<file path="src/rtl/timekeeper_alarm_ctrl.sv">
// 24-hour time-of-day counter with a set/edit FSM and NUM_ALARMS dose-alarm slots.
// Drives the HEX display time bus and raises sticky per-slot dispense requests.
module timekeeper_alarm_ctrl #(
   parameter int TICKS_PER_SEC = 50_000_000,
   parameter int NUM_ALARMS    = 4,
   parameter int SEL_W         = 2
) (
   input  logic                  clock,
   input  logic                  reset,
   input  logic                  set,
   input  logic                  incHours,
   input  logic                  incMinutes,
   input  logic                  incSeconds,
   input  logic                  alarm_wr,
   input  logic [SEL_W-1:0]      alarm_sel,
   input  logic                  alarm_en_in,
   input  logic [4:0]            alarm_hours,
   input  logic [5:0]            alarm_minutes,
   input  logic [NUM_ALARMS-1:0] alarm_ack,
   output logic [4:0]            outhours,
   output logic [5:0]            outminutes,
   output logic [5:0]            outseconds,
   output logic                  sec_tick,
   output logic                  editing,
   output logic [NUM_ALARMS-1:0] alarm_due,
   output logic [NUM_ALARMS-1:0] alarm_pending,
   output logic                  dispense_req
);

   localparam int               CNT_W    = (TICKS_PER_SEC > 2) ? $clog2(TICKS_PER_SEC) : 1;
   localparam logic [CNT_W-1:0] CNT_LAST = CNT_W'(TICKS_PER_SEC - 1);

   typedef enum logic [1:0] {S_CLOCK, S_PRESET, S_SET, S_UPDATE} state_e;

   state_e                state_q, state_d;
   logic [CNT_W-1:0]      cnt_q, cnt_d;
   logic                  tick;
   logic [4:0]            hh_q, hh_d, hh_adv;
   logic [5:0]            mm_q, mm_d, mm_adv;
   logic [5:0]            ss_q, ss_d, ss_adv;
   logic [4:0]            ehh_q, ehh_d;
   logic [5:0]            emm_q, emm_d;
   logic [5:0]            ess_q, ess_d;
   logic [2:0]            btn_q, btn_now, btn_fall;
   logic [4:0]            dhh_q, dhh_d;
   logic [5:0]            dmm_q, dmm_d;
   logic [5:0]            dss_q, dss_d;
   logic                  editing_q;
   logic [NUM_ALARMS-1:0] match;
   logic [NUM_ALARMS-1:0] due_q;
   logic [NUM_ALARMS-1:0] pend_q, pend_d;
   logic [NUM_ALARMS-1:0] alm_en_q;
   logic [4:0]            alm_hh_q [NUM_ALARMS];
   logic [5:0]            alm_mm_q [NUM_ALARMS];

   assign tick     = (cnt_q == CNT_LAST);
   assign btn_now  = {incHours, incMinutes, incSeconds};
   assign btn_fall = btn_q & ~btn_now;

   // NOTE: every always_comb output gets a default first, so no path can infer a latch.
   always_comb begin
      cnt_d = tick ? '0 : cnt_q + CNT_W'(1);
      if (state_q == S_UPDATE) begin
         cnt_d = '0;
      end
   end

   // Live time one second ahead, used both for the tick update and for alarm matching.
   always_comb begin
      ss_adv = ss_q + 6'd1;
      mm_adv = mm_q;
      hh_adv = hh_q;
      if (ss_q == 6'd59) begin
         ss_adv = 6'd0;
         mm_adv = mm_q + 6'd1;
         if (mm_q == 6'd59) begin
            mm_adv = 6'd0;
            hh_adv = (hh_q == 5'd23) ? 5'd0 : hh_q + 5'd1;
         end
      end
   end

   always_comb begin
      hh_d = hh_q;
      mm_d = mm_q;
      ss_d = ss_q;
      if (state_q == S_UPDATE) begin
         hh_d = ehh_q;
         mm_d = emm_q;
         ss_d = ess_q;
      end else if (tick) begin
         hh_d = hh_adv;
         mm_d = mm_adv;
         ss_d = ss_adv;
      end
   end

   always_comb begin
      ehh_d = ehh_q;
      emm_d = emm_q;
      ess_d = ess_q;
      if (state_q == S_PRESET) begin
         ehh_d = hh_q;
         emm_d = mm_q;
         ess_d = ss_q;
      end else if (state_q == S_SET) begin
         if (btn_fall[2]) ehh_d = (ehh_q == 5'd23) ? 5'd0 : ehh_q + 5'd1;
         if (btn_fall[1]) emm_d = (emm_q == 6'd59) ? 6'd0 : emm_q + 6'd1;
         if (btn_fall[0]) ess_d = (ess_q == 6'd59) ? 6'd0 : ess_q + 6'd1;
      end
   end

   always_comb begin
      state_d = state_q;
      unique case (state_q)
         S_CLOCK:  if (set) state_d = S_PRESET;
         S_PRESET: state_d = S_SET;
         S_SET:    if (!set) state_d = S_UPDATE;
         S_UPDATE: state_d = S_CLOCK;
         default:  state_d = S_CLOCK;
      endcase
   end

   always_comb begin
      dhh_d = hh_q;
      dmm_d = mm_q;
      dss_d = ss_q;
      if (state_q == S_SET || state_q == S_UPDATE) begin
         dhh_d = ehh_q;
         dmm_d = emm_q;
         dss_d = ess_q;
      end
   end

   // Only a tick-driven advance can fire an alarm; an UPDATE load never does.
   always_comb begin
      match = '0;
      if (tick && state_q != S_UPDATE && ss_adv == 6'd0) begin
         for (int i = 0; i < NUM_ALARMS; i++) begin
            if (alm_en_q[i] && alm_hh_q[i] == hh_adv && alm_mm_q[i] == mm_adv) begin
               match[i] = 1'b1;
            end
         end
      end
   end

   assign pend_d = (pend_q & ~alarm_ack) | match;

   // NOTE: sequential state is written with non-blocking assignments only.
   always_ff @(posedge clock or negedge reset) begin
      if (!reset) begin
         state_q   <= S_CLOCK;
         cnt_q     <= '0;
         hh_q      <= '0;
         mm_q      <= '0;
         ss_q      <= '0;
         ehh_q     <= '0;
         emm_q     <= '0;
         ess_q     <= '0;
         btn_q     <= 3'b111;
         dhh_q     <= '0;
         dmm_q     <= '0;
         dss_q     <= '0;
         editing_q <= 1'b0;
         due_q     <= '0;
         pend_q    <= '0;
      end else begin
         state_q   <= state_d;
         cnt_q     <= cnt_d;
         hh_q      <= hh_d;
         mm_q      <= mm_d;
         ss_q      <= ss_d;
         ehh_q     <= ehh_d;
         emm_q     <= emm_d;
         ess_q     <= ess_d;
         btn_q     <= btn_now;
         dhh_q     <= dhh_d;
         dmm_q     <= dmm_d;
         dss_q     <= dss_d;
         editing_q <= (state_d != S_CLOCK);
         due_q     <= match;
         pend_q    <= pend_d;
      end
   end

   // NOTE: the slot table is small and must power up disabled, so it is reset like any register.
   always_ff @(posedge clock or negedge reset) begin
      if (!reset) begin
         alm_en_q <= '0;
         for (int i = 0; i < NUM_ALARMS; i++) begin
            alm_hh_q[i] <= '0;
            alm_mm_q[i] <= '0;
         end
      end else if (alarm_wr) begin
         for (int i = 0; i < NUM_ALARMS; i++) begin
            if (alarm_sel == SEL_W'(i)) begin
               alm_en_q[i] <= alarm_en_in;
               alm_hh_q[i] <= alarm_hours;
               alm_mm_q[i] <= alarm_minutes;
            end
         end
      end
   end

   assign outhours      = dhh_q;
   assign outminutes    = dmm_q;
   assign outseconds    = dss_q;
   assign sec_tick      = tick;
   assign editing       = editing_q;
   assign alarm_due     = due_q;
   assign alarm_pending = pend_q;
   assign dispense_req  = |pend_q;

endmodule

</file>
<file path="config.mk">
export PLATFORM = sky130hd
export DESIGN_NAME = timekeeper_alarm_ctrl
export DESIGN_NICKNAME = d
export VERILOG_FILES = /design/src/rtl/timekeeper_alarm_ctrl.sv
export SDC_FILE = /design/constraint.sdc
export NUM_CORES = 1
export LEC_CHECK = 0
export ABC_AREA = 1
export CAP_MARGIN = 20
export CORE_AREA = 2 2 164 166
export CTS_CLUSTER_SIZE = 10
export DETAILED_ROUTE_END_ITERATION = 10
export DIE_AREA = 0 0 166 168
export MAX_ROUTING_LAYER = met4
export PLACE_DENSITY_LB_ADDON = 0.05
export RECOVER_POWER = 50
export SYNTH_ARGS = -nofsm -noshare
export SYNTH_HDL_FRONTEND = slang
export SYNTH_SLANG_ARGS = --single-unit
</file>
<file path="constraint.sdc">
create_clock -name clock -period 2.4 [get_ports clock]
set_input_delay 0.48 -clock clock [delete_from_list [all_inputs] [get_ports clock]]
set_output_delay 0.48 -clock clock [all_outputs]
set_load 0.005 [all_outputs]
</file>
==> results.yml <==
synth:
  avgSynthCellArea_um2: 7.40
  syn_inst: 1048
  synth_edf_count: 0
  yosys_most_used_dff: "dfrtp_1"
  syn_nets: 1085
  yosysSeqAreaShare: 0.449
  ys_seq_elements: 139
  async_flop_share: 1.00
  synthesis.area_mm2: 0.00775
  yosys_warnings: 0
  synth.distinct_cells: 41
placement:
  io_buffers: 52
  gp_congestion: 0.881
  hpwl_um: 17700
layout:
  drive_above_1_share: 0.101
  multi_input_area_mm2: 0.00363
  seq_area_mm2: 0.00348
  antenna_cells: 0
  area_growth_pct: 24.1
  fillers: 2803
  nets: 1176
run:
  max_cap_viol_count: 0
pwr:
  pwr-share-seq: 0.326
  share_comb_of_total_power: 0.406
  power.share.switching: 0.395
  power_density_mw_per_mm2: 1120
  p_switching_mw: 4.26
  clock_power_share: 0.269
  power.total_mw: 10.8
  p_leak_nw: 4.68
  intPower_mw: 6.54
  peakVddDrop_mv: 0.421
clock_network:
  path_clk_slew_ps: 60
  cts_hold_buf: 0
  clk_latency_ps: 420
  clockBufferDepth: 2
  cts-htree-levels: 4
  cts.sinks: 139
  cts_tree: "yes"
  cts_root_buf: "clkbuf_16"
  cts_buffers: 17
sta:
  slew_headroom: 0.143
  period_minus_slack_ps: 2190
  finClkSkew_ps: 11.6
  setup_violations: 0
  finalMaxSlewViolations: 0
  hold_ws_ps: 334
  hold_viol: 0
  period_share: 0.911
  rsz0062_at_grt: "no"
  tns_ps: 0
  tightest_slew_ps: 1290
  fmax_mhz: 457
die:
  ioPinCount: 53
  die_w_um: 166
  dieArea_mm2: 0.0279
  coreArea_mm2: 0.0264
  initial_core_util: 0.294
  die_h_um: 168
  rows: 60
run_status:
  status: "complete, no violations"
global_route:
  antenna_found_initial: 0
  grt_usage: 0.179
  grt_max_degree: 47
  grt_pass1_vias: 6824
  grt_pass1_wl_um: 38400
  global_route.overflow_total: 0
worst_setup_path:
  ff2ff_path_depth: 11
  cp.arrival_ps: 1710
  start_kind: "flop"
  required_ps: 1920
  crit_type: "reg -> out"
  worstPathMaxFanout: 5
  critPathCaptureType: "output port"
drt:
  antenna_left: 0
  viasPerCell: 4.66
  vias: 6959
  routed_wirelength_um: 23400
  drc_errors: 0
  firstDrtPassIters: 5
  drtIter0Drc: 502
  wl_per_cell_um: 15.7
hold_path:
  hold_path.class: "in -> async"
==> cell usage in the layout, fill, tap and decap left out, types with 2 or more instances in the layout <==
master	synthesis	final
nor2_2	1	2
clkbuf_8	0	2
or2_2	6	6
clkdlybuf4s50_1	0	46
nand4_2	2	2
xor2_1	15	15
inv_6	0	3
nand4_1	25	25
buf_12	0	3
nand3b_1	9	9
nor3_1	16	16
clkbuf_2	0	3
clkbuf_16	0	17
nor2b_1	2	2
bufinv_16	0	4
a31oi_1	13	13
clkinv_2	0	2
ha_1	12	11
nand2_2	7	7
nand3_1	74	72
nor2_1	111	110
nand2_1	295	295
nor4_1	7	7
a21oi_1	20	20
xnor2_1	4	4
dfstp_2	3	3
o21ai_0	80	80
o221ai_1	17	17
nand3_2	5	6
inv_2	1	4
o22ai_1	2	2
inv_1	140	137
buf_4	1	43
and3_1	2	2
o211ai_1	3	3
dlygate4sd3_1	0	4
clkinvlp_4	0	3
dfrtp_1	136	136
o21bai_1	2	2
a221oi_1	2	2
==> stage by stage <==
step	std cells	util	cell area, um^2	worst slack, ps
detailed placement	1456	0.339	8940	136
finish	1493	0.365	9620	213
CTS	1493	0.366	9650	182
floorplan	1048	-	7750	592
global placement	1456	0.339	8940	131
global route	1493	0.365	9620	11.1
==> critical path, stage by stage, from the launching register on <==
cell	delay (ps)
dfrtp_1	430
inv_1	140
nand2_1	60
nor2_1	110
nand2_1	70
nor2_1	120
nand3_2	90
inv_1	60
dlygate4sd2_1	220
==> logic make-up (layout without fill, tap and decap cells) <==
| logic type | Yosys count | after routing | share of synthesized area |
|---|---|---|---|
| and+or+nand+nor | 567 | 567 | 0.319 |
| adders and majority gates | 12 | 12 | 0.0194 |
| AOI/OAI and AO/OA | 140 | 140 | 0.104 |
| buffers and inverters | 171 | 275 | 0.0867 |
| DFF | 139 | 139 | 0.449 |
| xor gates and xnor gates | 19 | 19 | 0.0215 |
==> timing repair <==
action / CTS / global route
endpoints found under the setup margin: 1 / 0
gates resized for setup: 9 / 0
buffers inserted: 5 / 0
==> cell type report <==
type / count / area share
clock inverter: 13 / 0.0195
clock buffer: 19 / 0.0471
multi-input combinational: 738 / 0.377
sequential: 139 / 0.362
inverter: 142 / 0.0554
timing repair buffer: 101 / 0.0947
tap: 341 / 0.0443
==> path summary, 6_finish.rpt <==
check	startpoint	endpoint	slack (ps)
hold reg to reg	alm_en_q[0]	alm_en_q[0]	500
max in group asynchronous	reset	alarm_due[2]	550
setup / recovery	cnt_q[11]	sec_tick	210
setup reg to reg	mm_q[0]	alarm_due[2]	250
min in group clock	alm_en_q[0]	alm_en_q[0]	500
hold / removal	reset	cnt_q[25]	330
==> power by group through the flow <==
stage / Sequential [mW] / Combinational, mW / Clock, mW
global placement: 3.57 / 4.39 / 0
detailed placement: 3.55 / 4.37 / 0
global route: 3.61 / 4.99 / 3.10
finish: 3.52 / 4.38 / 2.90
floorplan: 3.46 / 2.68 / 0
CTS: 3.52 / 4.44 / 2.98
==> registers in the layout, summed over array words and instances, names as in the netlist, 2 cells and up <==
name,flops
cnt_q,26
alm_mm_q,24
alm_hh_q,20
emm_q,6
ess_q,6
mm_q,6
outminutes,6
outseconds,6
ss_q,6
ehh_q,5
hh_q,5
outhours,5
alarm_due,4
alarm_pending,4
alm_en_q,4
btn_q,3
state_q,2
==> Yosys cell counts, types with 3 or more instances <==
master	count	area, um^2
o21ai_0	80	400
a21oi_1	20	100
nor3_1	16	80.1
nor2_1	111	417
xnor2_1	4	35.0
nand2_1	295	1110
ha_1	12	150
o221ai_1	17	149
dfrtp_1	136	3400
buf_2	3	15.0
xor2_1	15	131
nand2_2	7	43.8
o211ai_1	3	22.5
clkbuf_1	21	78.8
a31oi_1	13	81.3
nand4_1	25	156
buf_6	3	33.8
nand3_1	74	370
dfstp_2	3	78.8
or2_2	6	37.5
nand3b_1	9	67.6
inv_1	140	526
nor4_1	7	43.8
nand3_2	5	50.1
==> routing by layer <==
layer / GRT usage / part of all wire / up-vias
li1: - / - / 3580
met1: 0.241 / 0.49 / 3251
met2: 0.288 / 0.47 / 113
met3: 0.0252 / 0.028 / 15
met4: 0.0401 / 0.0099 / 0
met5: - / 0 / -
No activity file was read; power rests on OpenSTA's default activity.
